## src/rtl/conv_window_ctrl.sv

```systemverilog
// Sequencing controller for a KxK sliding-window line buffer: pixel handshake,
// shift enable, stride-aligned window flagging with output-map coordinates.
module conv_window_ctrl #(
  parameter int IMG_WIDTH  = 28,
  parameter int IMG_HEIGHT = 28,
  parameter int K          = 5,
  parameter int STRIDE     = 1
) (
  input  logic                          CLK,
  input  logic                          RST,
  input  logic                          start,
  input  logic                          pix_valid,
  output logic                          pix_ready,
  output logic                          shift_en,
  input  logic                          win_ready,
  output logic                          win_valid,
  output logic [$clog2(IMG_HEIGHT)-1:0] win_row,
  output logic [$clog2(IMG_WIDTH)-1:0]  win_col,
  output logic                          busy,
  output logic                          frame_done
);

  localparam int CW = $clog2(IMG_WIDTH);
  localparam int RW = $clog2(IMG_HEIGHT);
  localparam int PW = (STRIDE > 1) ? $clog2(STRIDE) : 1;

  localparam logic [CW-1:0] COL_LAST  = CW'(IMG_WIDTH - 1);
  localparam logic [CW-1:0] COL_K     = CW'(K - 1);
  localparam logic [RW-1:0] ROW_LAST  = RW'(IMG_HEIGHT - 1);
  localparam logic [RW-1:0] ROW_K     = RW'(K - 1);
  localparam logic [RW-1:0] ROW_FILLD = RW'(K - 2);
  localparam logic [PW-1:0] PH_LAST   = PW'(STRIDE - 1);

  typedef enum logic [1:0] {IDLE, FILL, RUN, DRAIN} state_t;

  state_t          state, state_nxt;
  logic [CW-1:0]   col, wcol_cnt;
  logic [RW-1:0]   row, wrow_cnt;
  logic [PW-1:0]   cph, rph;
  logic            col_ok, row_ok, pos_ok;
  logic            col_wrap, last_pix, drain_exit, clear;

  // Phase counters hold (pos-(K-1)) mod STRIDE once the position reaches K-1
  assign col_ok     = (col >= COL_K) && (cph == '0);
  assign row_ok     = (row >= ROW_K) && (rph == '0);
  assign pos_ok     = col_ok && row_ok;
  assign col_wrap   = (col == COL_LAST);
  assign last_pix   = col_wrap && (row == ROW_LAST);
  assign pix_ready  = ((state == FILL) || (state == RUN)) && (!win_valid || win_ready);
  assign shift_en   = pix_valid && pix_ready;
  assign drain_exit = (state == DRAIN) && (!win_valid || win_ready);
  assign clear      = (state == IDLE) && start;
  assign busy       = (state != IDLE);

  always_ff @(posedge CLK or negedge RST) begin
    if (!RST) state <= IDLE;
    else      state <= state_nxt;
  end

  always_comb begin
    state_nxt = state;
    case (state)
      IDLE:     if (start) state_nxt = FILL;
      FILL, RUN: begin
        if (shift_en && last_pix)
          state_nxt = DRAIN;
        else if ((state == FILL) && shift_en && col_wrap && (row == ROW_FILLD))
          state_nxt = RUN;
      end
      DRAIN:    if (drain_exit) state_nxt = IDLE;
      default:  state_nxt = IDLE;
    endcase
  end

  always_ff @(posedge CLK or negedge RST) begin
    if (!RST) begin
      col      <= '0;
      row      <= '0;
      cph      <= '0;
      rph      <= '0;
      wcol_cnt <= '0;
      wrow_cnt <= '0;
      win_row  <= '0;
      win_col  <= '0;
    end else if (clear) begin
      col      <= '0;
      row      <= '0;
      cph      <= '0;
      rph      <= '0;
      wcol_cnt <= '0;
      wrow_cnt <= '0;
      win_row  <= '0;
      win_col  <= '0;
    end else if (shift_en) begin
      if (pos_ok) begin
        win_row  <= wrow_cnt;
        win_col  <= wcol_cnt;
        wcol_cnt <= wcol_cnt + 1'b1;
      end
      if (col_wrap) begin
        col      <= '0;
        cph      <= '0;
        row      <= row + 1'b1;
        wcol_cnt <= '0;
        if (row_ok)
          wrow_cnt <= wrow_cnt + 1'b1;
        if (row >= ROW_K)
          rph <= (rph == PH_LAST) ? '0 : rph + 1'b1;
        else
          rph <= '0;
      end else begin
        col <= col + 1'b1;
        if (col >= COL_K)
          cph <= (cph == PH_LAST) ? '0 : cph + 1'b1;
        else
          cph <= '0;
      end
    end
  end

  always_ff @(posedge CLK or negedge RST) begin
    if (!RST) begin
      win_valid  <= 1'b0;
      frame_done <= 1'b0;
    end else begin
      frame_done <= drain_exit;
      if (clear)
        win_valid <= 1'b0;
      else if (shift_en)
        win_valid <= pos_ok;
      else if (win_ready)
        win_valid <= 1'b0;
    end
  end

endmodule
```

## config.mk

```make
export PLATFORM = sky130hd
export DESIGN_NAME = conv_window_ctrl
export DESIGN_NICKNAME = d
export VERILOG_FILES = /design/src/rtl/conv_window_ctrl.sv
export SDC_FILE = /design/constraint.sdc
export NUM_CORES = 1
export LEC_CHECK = 0
export CAP_MARGIN = 10
export CORE_MARGIN = 2
export CORE_UTILIZATION = 57
export DETAILED_ROUTE_END_ITERATION = 8
export PLACE_DENSITY = 0.78
export SLEW_MARGIN = 20
export SYNTH_ARGS = -nofsm -noshare
export SYNTH_HDL_FRONTEND = slang
export SYNTH_SLANG_ARGS = --single-unit
```

## constraint.sdc

```tcl
create_clock -name CLK -period 3.3 [get_ports CLK]
set_input_delay 0.825 -clock CLK [delete_from_list [all_inputs] [get_ports CLK]]
set_output_delay 0.825 -clock CLK [all_outputs]
set_load 0.02 [all_outputs]
```

-- Word level (Yosys, flattened, before mapping)
Index checks and enable logic that the tools add are counted.
- input bits: 5
- output and inout port bits: 15
- bits in registers: 36
- logic and storage cells: 97
- multiplexer cells: 38
- reduce and logical (&&, ||, !) cells: 29
- $lt $le $gt $ge: 2
- add/subtract/negate cells: 6
- equality and inequality tests: 9
- bitwise operators: 2
- operator list (cell ; count):
    $mux 5 ; 20
    $add 5x1->5 const B ; 4
    $mux 1 ; 13
    $logic_and 1x1->1 ; 12
    $eq 5x5->1 const B ; 2
    $ge 5x3->1 const B ; 2
    $reduce_bool 2->1 ; 5
    $mux 2 ; 4
    $pmux 2 s3 ; 1
    $reduce_and 2->1 ; 3
    $reduce_and 3->1 ; 2
    $reduce_bool 3->1 ; 2
    $eq 5x2->1 const B ; 1
    $eq 2x2->1 const B ; 2
    $ne 2x2->1 const B ; 2
    $ne 3x3->1 const B ; 1
    $add 1x1->1 const B ; 2
    $eq 2x1->1 const B ; 1
    $logic_not 2->1 ; 1
    $logic_or 1x1->1 ; 2
    $not 1->1 ; 2
    $reduce_or 2->1 ; 1
    $logic_not 1->1 ; 1

-- Logic depth before layout (Yosys ltp)
Gate-level depths: netlist of run 1.
- depth in word-level cells: 10
- depth in mapped cells: 9
- gate-level depth less buffers: 7

-- Worst setup path after synthesis of run 1
Ideal clock, no wire load.
- kind: input-to-output
- from: in pix_valid
- to: out shift_en
- cell stages on the path: 4
- path slack: 1.064 ns
- data required time: 2.475 ns
- path buffers: 1
- arrival: 1.411 ns
- cells stage by stage: and2_1 > buf_2 > nand2_1 > inv_2
- cells in the longest elaborated chain, start to end: 1
- ends and longest elaborated chain (element ; RTL line ; RTL):
    start: declaration ; 12 ; input logic pix_valid,
    $logic_and 1x1->1 ; 50 ; assign shift_en = pix_valid && pix_ready;
    end: declaration ; 14 ; output logic shift_en,
Every way passes these cells.

-- Final worst setup path of run 1
- from: in win_ready
- to: out shift_en
- cells in the longest elaborated chain, start to end: 3
- ends and longest elaborated chain (element ; RTL line ; RTL):
    start: declaration ; 15 ; input logic win_ready,
    $logic_or 1x1->1 ; 49 ; assign pix_ready = ((state == FILL) || (state == RUN)) && (!win_valid || win_ready);
    $logic_and 1x1->1 ; 49 ;
    $logic_and 1x1->1 ; 50 ;
Every way passes these cells.

==> results of run 1 <==
## critical path, delay by kind of cell
| family | cells | cell delay (ns) |
|---|---|---|
| buf+inv | 3 | 1.12 |
| simple gates | 2 | 0.27 |
## power by group
group / internal (W) / switching [W]
clock network: 0.000102 / 0.000148
registers: 0.000478 / 0.0000688
logic: 0.000155 / 0.000200
## placed cells by master, fill, tap and decap left out, types with 2 or more instances in the layout
cell,instances
or4_1,2
nand3_1,6
nor2_1,6
inv_1,9
o31ai_1,2
a31oi_1,2
o21ai_0,9
nor2b_1,2
nand4_1,4
clkdlybuf4s50_1,19
nand4b_1,2
clkbuf_4,5
nand2_1,18
or3_1,6
dfrtp_1,34
mux2i_1,4
xnor2_1,2
ha_1,9
a22o_1,10
nor4_1,2
a21oi_1,15
nand2b_1,5
and2_1,4
buf_4,6
## cell usage after synthesis
master      n  area [µm²]
and4b_1     1        10.0
o31ai_1     2        15.0
nand4_1     4        25.0
nand3_2     1        10.0
and2_1      4        25.0
or4_1       2        15.0
a31oi_1     2        12.5
a21oi_4     1        16.3
nand4_4     1        21.3
a21oi_1    15        75.1
ha_1        9         113
o2bb2ai_1   1        8.76
a21o_1      1        7.51
xnor2_1     2        17.5
inv_2       1        3.75
o21ai_0     9        45.0
or3_4       1        11.3
buf_2       4        20.0
nand3_1     6        30.0
and3_4      1        11.3
buf_6       3        33.8
and2b_1     1        7.51
nand2_1    18        67.6
nor2b_1     2        12.5
a211oi_1    1        7.51
mux2i_1     4        40.0
clkbuf_1    1        3.75
and4_1      1        8.76
nand2b_1    5        31.3
inv_1       9        33.8
dfrtp_1    34         851
and3_1      1        6.26
and2_4      1        8.76
a311oi_1    1        8.76
or3_1       6        37.5
nand4b_1    2        17.5
nor3_1      1        5.00
a22o_1     10        87.6
nor4_1      2        12.5
a2111o_1    1        11.3
nor2_1      6        22.5
## routing by layer
metal | track usage (%) | share of wire, % | vias up
met1 | 30.6 | 43 | 718
met4 | 11.7 | 1.7 | 0
met2 | 37.6 | 51 | 47
met3 | 5.41 | 4.8 | 8
li1 | - | - | 688
met5 | 0 | 0 | -
## sequential cells by signal (all words and copies together), names as in the netlist
name / cells
col: 5
frame_done: 1
row: 5
state: 2
wcol_cnt: 5
win_col: 5
win_row: 5
win_valid: 1
wrow_cnt: 5
## stage by stage
stage	instance area, µm²	util (%)	setup slack (ns)
2_1_floorplan	1810	-	1.06
3_3_place_gp	2040	67.4	0.256
3_5_place_dp	2040	67.4	0.268
4_1_cts	2100	69.5	0.257
5_1_grt	2100	69.5	0.180
6_report	2100	69.5	0.256
## final timing paths
kind	endpoint	slack [ns]	cells past startpoint
worst max register to register	row[3]	1.04	7
max in group asynchronous	state[0]	2.12	2
worst max-delay path	shift_en	0.26	5
worst min register to register	win_row[2]	0.51	1
min in group asynchronous	win_col[1]	0.87	2
worst min-delay path	win_row[2]	0.51	1
## kinds of logic after synthesis
family / after synthesis / synth area share (%)
fa+ha+maj: 9 / 6.23
xor+xnor: 2 / 0.969
buf+inv: 18 / 5.26
flops: 34 / 47.1
simple gates: 67 / 21.9
mux: 4 / 2.21
compound gates: 44 / 16.3
## area by class of cell
type / count / area, µm²
Clock inverter: 2 / 12.5
Timing Repair Buffer: 25 / 235
Tap cell: 44 / 55.1
Clock buffer: 6 / 51.3
Inverter: 10 / 37.5
Sequential cell: 34 / 851
Multi-Input combinational cell: 126 / 862
Fill cell: 245 / 923
==> results_dict.tcl, run 1 <==
set metrics [dict create \
    stdcell_count 247 \
    htreeDepth 2 \
    rsz0062_at_grt "no" \
    grt_overflow_total 0 \
    dieArea_um2 3640 \
    grt_max_degree 35 \
    power.leakage_nw 0.959 \
    num_vias 1461 \
    post_cts_resize_count 0 \
    vias_per_cell 5.91 \
    drc 0 \
    critPathMaxStageDelay_ns 0.59 \
    post-route-period-util_pct 92.2 \
    power_density_nw_per_um2 547 \
    crit_path_top_delay_cell "clkdlybuf4s50_1" \
    crit_path_end_kind "output pin" \
    whs_ns 0.512 \
    ir_worst_vdd_uv 393 \
    timing.fmax_mhz 329 \
    finalCriticalPeriod_ns 3.04 \
    clock_skew_ns 0.00628 \
    crit_path_start_kind "input pin" \
    dpl.cell_count 239 \
    seq_area_frac_synth_pct 47.1 \
    drtIter0Drc 87 \
    finalMaxSlewViolations 0 \
    startpoint "win_ready" \
    synth_nets 192 \
    clk_latency_ns 0.34 \
    start_util_pct 59.7 \
    setup-tns-final_ns 0 \
    cts_sinks 34 \
    cts_setup_buffers 0 \
    postCtsHoldBufs 0 \
    wirelength_um 3650 \
    crit_arrival_ns 2.22 \
    port_buffers 19 \
    r2r_start "state[0]" \
    cp_cell_sequence "clkdlybuf4s50_1 -> nand2b_1 -> nand2_1 -> inv_2 -> clkdlybuf4s50_1" \
    n_antenna_cell 0 \
    worstHoldStart "win_row[2]" \
    status "finished, final reports clean" \
    synth_area_um2 1810 \
    core_area_um2 3030 \
    cts_buffers 5 \
    synthCells 178 \
    synth-seq-cells 34 \
    finalHoldViolations 0 \
    routedWlPerCell_um 14.8 \
    antenna_found_initial 0 \
    nNetsFinal 216 \
    hpwl_um 2590 \
    io_pins 20 \
    ys_warn_count 0 \
    die_w_um 60.3 \
    relSlewSlack_pct 46.1 \
    grt_pass1_vias 1381 \
    max-cap-violations 0 \
    std_cell_rows 20 \
    worstMarginPinSlew_ns 0.805 \
    path_max_fanout 4 \
    crit_type "input pin to output pin" \
    root_buffer "clkbuf_4" \
    track_usage_pct 23.7 \
    required_ns 2.47 \
    setup_viol 0 \
    cts.clk_slew.worst_paths_ns 0.11 \
    grt_pass1_wl_um 6270 \
    synth.avg_cell_area_um2 10.2 \
    final_antenna_net_count 0 \
    finalWeightedCongestion 0.877 \
    layout-drive-gt1-share_pct 10.3 \
    crit_top_cell "clkdlybuf4s50_1" \
    synthDistinctLibCells 41 \
    hold_class "flip-flop to flip-flop" \
    dr.pass1.iters 4 \
    total_power_w 0.00115 \
    dieHeight_um 60.3 \
    cts_tree "built" \
    cts_buffer_depth 2 \
    syn_to_final_growth_pct 16.4 \
]
Power figures use the tool's default switching activity.
==> run 2: changes to the inputs <==
--- a/config.mk
+++ b/config.mk
@@ -5,7 +5,6 @@
 export SDC_FILE = /design/constraint.sdc
 export NUM_CORES = 1
 export LEC_CHECK = 0
-export CAP_MARGIN = 10
 export CORE_MARGIN = 2
 export CORE_UTILIZATION = 57
 export DETAILED_ROUTE_END_ITERATION = 8
==> results of run 2 <==
Same layout as run 1: the final DEF is identical, and so are final timing and power.
==> run 3: changes to the inputs <==
--- a/config.mk
+++ b/config.mk
@@ -7,6 +7,7 @@
 export LEC_CHECK = 0
 export CORE_MARGIN = 2
 export CORE_UTILIZATION = 57
+export CTS_CLUSTER_DIAMETER = 40
 export DETAILED_ROUTE_END_ITERATION = 8
 export PLACE_DENSITY = 0.78
 export SLEW_MARGIN = 20
==> results of run 3 <==
Same layout as run 1: the final DEF is identical, and so are final timing and power.
==> edit 1: new RTL, settings of run 1 <==
Make the reset (`RST`) synchronous in 3 clocked blocks.
--- a/src/rtl/conv_window_ctrl.sv
+++ b/src/rtl/conv_window_ctrl.sv
@@ -52,7 +52,7 @@
   assign clear      = (state == IDLE) && start;
   assign busy       = (state != IDLE);
 
-  always_ff @(posedge CLK or negedge RST) begin
+  always_ff @(posedge CLK) begin
     if (!RST) state <= IDLE;
     else      state <= state_nxt;
   end
@@ -72,7 +72,7 @@
     endcase
   end
 
-  always_ff @(posedge CLK or negedge RST) begin
+  always_ff @(posedge CLK) begin
     if (!RST) begin
       col      <= '0;
       row      <= '0;
@@ -118,7 +118,7 @@
     end
   end
 
-  always_ff @(posedge CLK or negedge RST) begin
+  always_ff @(posedge CLK) begin
     if (!RST) begin
       win_valid  <= 1'b0;
       frame_done <= 1'b0;
Function: differs if RST is asserted again (counterexample within 4 cycles, from zero or initial values and one cycle with RST low); with RST held inactive, the same outputs for 10 cycles.
==> edit 1 against run 1 <==
  * Sequential cell count is the same
  * Synthesized area shrank 7.3%
  * Wire length up 0.85%
  * Worst setup slack better by 0.010 ns
  * Cell area is 5.5% lower
Power is not compared: it rests on default switching activity, and its combinational part moved more than twofold at a synthesized area within 25%.
==> edit 1: results <==
group,metric,value,unit
final_layout,nNetsFinal,234,
yosys,yosysWarningCount,0,
power,ir_drop,380,uV
clocking,cts_inserted_buffers,5,
yosys,ys_types,41,
clocking,cts_root_buf,"clkbuf_4",
critical_path,cp_slowest_cell,"clkdlybuf4s50_1",
routing,routed_via_density,6.02,
clocking,clock_latency,0.34,ns
yosys,synth.net_count,212,
worst_hold_path,worstHoldStart,"win_col[4]",
placement,dp_cells,244,
critical_path,max_stage_delay,0.59,ns
clocking,ctsResizeCount,0,
worst_hold_path,hold_path_depth,2,
placement,dp_hpwl,2630,um
critical_path,path_delay_family,"buffers and inverters",
final_layout,final_cells,252,
timing,tightest_slew,0.765,ns
placement,place_area,0.00191,sq mm
power,cellLeakagePower,0.701,nW
yosys,syn-mean-instance-area,8.47,sq um
yosys,seq_area_frac_synth,40.6,%
routing,drt_iter0_drc,94,
clocking,cts_max_level,2,
clocking,holdBufCountCts,0,
critical_path,arrival,2.21,ns
global_route,grt_max_degree,27,
global_route,track_usage,24.6,%
final_layout,drive_gt1_share,11.3,%
critical_path,cp_max_fo,4,
placement,gp_congestion,0.827,
clocking,clk_pin_slew_worst_paths,0.10,ns
critical_path,r2r-start,"state[0]",
final_layout,diodes,0,
critical_path,crit_path_start,"win_ready",
global_route,grt_pass1_vias,1454,
yosys,async_flop_share,0,%
routing,first_pass_iters,4,
global_route,grt_pass1_wl,6390,um
global_route,grt_antenna_before_repair,0,
clocking,cts_setup_buffers,0,
placement,portBuffers,19,
timing,skew,0.0125,ns
run_status,run_status,"completed",
yosys,synth_ff_type,"dfxtp_1",
critical_path,rr_worst_depth,6,
critical_path,worst_r2r_endpoint,"wrow_cnt[3]",
routing,finalWirelength,3690,um
clocking,clockBufferDepth,2,
critical_path,endpoint,"shift_en",
yosys,synthTopCellsByArea,"dfxtp_1 (41%), a21oi_1 (7.2%), ha_1 (6.7%)",
yosys,synth_common_cells,"dfxtp_1 (34), a21oi_1 (24), nand3_1 (21), o21ai_0 (17)",
critical_path,r2r_setup_slack,1.13,ns
worst_hold_path,whs_endpoint,"win_col[4]",
worst_hold_path,min_path_type,"register to register",
timing,hold_ws,0.482,ns
-- edit 1: changes by cell type in the layout (fill, tap and decap cells not counted), moves of 5 or more --
cell	run 1	this run
dfrtp_1	34	0
dfxtp_1	0	34
nand3_1	6	21
a22o_1	10	0
a21oi_1	15	24
o21ai_0	9	17
nand2_1	18	11
nor2_1	6	11
-- edit 1: through the flow --
stage | power, mW | setup slack [ns]
2_1_floorplan | 0.524 | 0.767
3_3_place_gp | 0.571 | 0.280
3_5_place_dp | 0.576 | 0.256
4_1_cts | 0.862 | 0.256
5_1_grt | 0.896 | 0.169
6_report | 0.854 | 0.267
-- edit 1: cell families (layout without fill, tap and decap cells) --
logic type | Yosys count | in the layout | share of synthesized area [%]
AND/OR/NAND/NOR | 72 | 72 | 24.2
AO/OA/AOI/OAI | 56 | 56 | 20.1
flip-flops | 34 | 34 | 40.6
buffers and inverters | 20 | 43 | 4.70
adder cells (fa/ha/maj) | 9 | 9 | 6.72
XOR/XNOR | 7 | 7 | 3.66
-- edit 1: per-layer routing --
metal  up-vias  track usage [%]  part of all wire [%]
li1        752                -                     -
met1       735             29.7                    43
met2        27             42.0                    52
met3         4             7.37                   4.2
met4         0             7.64                  0.87
met5         -                0                     0
-- edit 1: layout make-up --
type / instances / area [sq um]
Multi-Input combinational cell: 144 / 917
Fill cell: 215 / 793
Sequential cell: 34 / 681
Timing Repair Buffer: 25 / 235
Clock buffer: 8 / 78.8
Tap cell: 31 / 38.8
Inverter: 10 / 37.5
-- edit 1: tightest hold or removal path: cells and delay by family (launching register included) --
kind,cells,cell delay (ns)
DFF,1,0.32
AOI/OAI and AO/OA,2,0.12
-- edit 1: where the power goes --
group | switching (mW) | internal, mW
logic | 0.0910 | 0.0556
clock network | 0.141 | 0.146
registers | 0.00567 | 0.415
==> edit 2: new RTL, config.mk and constraints of run 1 <==
Without the edit above. The parameter `IMG_HEIGHT` goes from 28 to 42.
--- a/src/rtl/conv_window_ctrl.sv
+++ b/src/rtl/conv_window_ctrl.sv
@@ -2,7 +2,7 @@
 // shift enable, stride-aligned window flagging with output-map coordinates.
 module conv_window_ctrl #(
   parameter int IMG_WIDTH  = 28,
-  parameter int IMG_HEIGHT = 28,
+  parameter int IMG_HEIGHT = 42,
   parameter int K          = 5,
   parameter int STRIDE     = 1
 ) (
Interface: changed (resized win_row); port bits go from 20 to 21. The function was not compared with the original's and may differ.
==> edit 2 against run 1 <==
  * Wire length is 15% higher
  * Worst setup slack worse by 0.11 ns
  * Sequential share of layout area is 0.48 points higher
  * Critical path depth stayed put
  * Sequential cell count is 3 higher
  * Largest power group unchanged
  * Sequential power is 3% lower
  * Cell area is 7.6% higher
  * Synthesized area is 6.4% higher
  * Total power is 18% higher
  * Largest cell class is now flip-flops and latches
  * Critical path type unchanged
  * Clock skew is 0.0031 ns higher
  * Combinational power is 36% higher
  * Fmax is 3.6% lower
==> edit 2: results <==
group,metric,value,unit
run_status,run_status,"completed",
placement,gp_congestion,0.950,
yosys,async_flop_share,100,%
clocking,clk_pin_slew_worst_paths,0.11,ns
critical_path,path_delay_family,"buffers and inverters",
critical_path,max_stage_delay,0.60,ns
global_route,grt_pass1_vias,1645,
critical_path,worst_r2r_endpoint,"wrow_cnt[5]",
worst_hold_path,worstHoldStart,"win_row[4]",
routing,wl_per_cell,15.9,um
yosys,seq_area_frac_synth,48.1,%
yosys,syn-mean-instance-area,9.92,sq um
final_layout,nNetsFinal,232,
critical_path,r2r_setup_slack,0.96,ns
yosys,synthTopCellsByArea,"dfrtp_1 (48%), ha_1 (6.5%), a22o_1 (5.0%)",
placement,portBuffers,20,
timing,skew,0.00940,ns
global_route,grt_pass1_wl,7340,um
global_route,grt_max_degree,38,
power,cellLeakagePower,1.00,nW
placement,place_area,0.00217,sq mm
clocking,ctsResizeCount,0,
timing,tightest_slew,0.730,ns
yosys,yosysWarningCount,0,
power,ir_drop,404,uV
worst_hold_path,min_path_type,"register to register",
critical_path,crit_path_start,"win_ready",
final_layout,fillers,272,
critical_path,cp_max_fo,6,
global_route,grt_antenna_before_repair,0,
yosys,synth.net_count,209,
placement,dp_cells,256,
clocking,clockBufferDepth,2,
clocking,cts_root_buf,"clkbuf_4",
routing,routed_via_density,6.00,
routing,finalWirelength,4200,um
clocking,clock_latency,0.35,ns
global_route,track_usage,24.0,%
final_layout,drive_gt1_share,8.26,%
critical_path,r2r-start,"state[0]",
placement,dp_hpwl,2980,um
power,p_per_area,598,mW/mm^2
yosys,ys_types,41,
yosys,synth_common_cells,"dfrtp_1 (37), a21oi_1 (18), nand2_1 (17), a22o_1 (11), ha_1 (10)",
routing,first_pass_iters,4,
edit 2: changes by cell type after synthesis, moves of 3 or more:
| cell | delta |
|---|---|
| clkbuf_1 | +4 |
| dfrtp_1 | +3 |
| nor3_1 | +5 |
| a21oi_1 | +3 |
| nand2b_1 | -3 |
edit 2: power breakdown:
group	switching [mW]	total (mW)	internal (mW)	leakage, nW
combinational	0.290	0.484	0.194	0.446
sequential	0.0400	0.529	0.489	0.510
clock	0.161	0.341	0.180	0.0445
total	0.491	1.35	0.863	1.00
edit 2: metrics by stage:
step                hold slack (ns)  setup WS, ns  power [mW]
finish                        0.515         0.144        1.35
global route                  0.536        0.0159        1.43
floorplan                     0.480         0.970       0.829
CTS                           0.521         0.140        1.35
detailed placement            0.492         0.140        1.01
global placement              0.487         0.180       0.984
edit 2: routing by layer:
layer / vias to the layer above / track usage [%] / share of wire, %
li1: 742 / - / -
met1: 777 / 29.4 / 43
met2: 57 / 40.6 / 50
met3: 9 / 5.62 / 4.9
met4: 0 / 10.6 / 1.7
met5: - / 0 / 0
edit 2: cells by family (layout without fill, tap and decap cells):
kind of cell / count (synthesis) / after routing / synth area share [%]
DFF: 37 / 37 / 48.1
buffers and inverters: 20 / 44 / 4.68
AOI/OAI and AO/OA: 51 / 51 / 17.2
and+or+nand+nor: 68 / 68 / 19.4
muxes: 6 / 6 / 3.19
xor gates and xnor gates: 2 / 2 / 0.910
adders and majority gates: 10 / 10 / 6.50
edit 2: worst min-delay path by stage:
| stage | end | slack (ns) |
|---|---|---|
| 2_1_floorplan | win_row[5] | 0.48 |
| 3_3_place_gp | win_col[2] | 0.49 |
| 3_5_place_dp | win_row[5] | 0.49 |
| 4_1_cts | win_row[4] | 0.52 |
| 5_1_grt | win_row[5] | 0.54 |
| 6_report | win_row[4] | 0.52 |
edit 2: final cells by class:
cell class	count	area (sq um)	area share [%]
Inverter	10	37.5	1.66
Sequential cell	37	926	40.9
Clock inverter	2	37.5	1.66
Clock buffer	6	51.3	2.27
Tap cell	46	57.6	2.54
Multi-Input combinational cell	137	908	40.1
Timing Repair Buffer	26	245	10.8
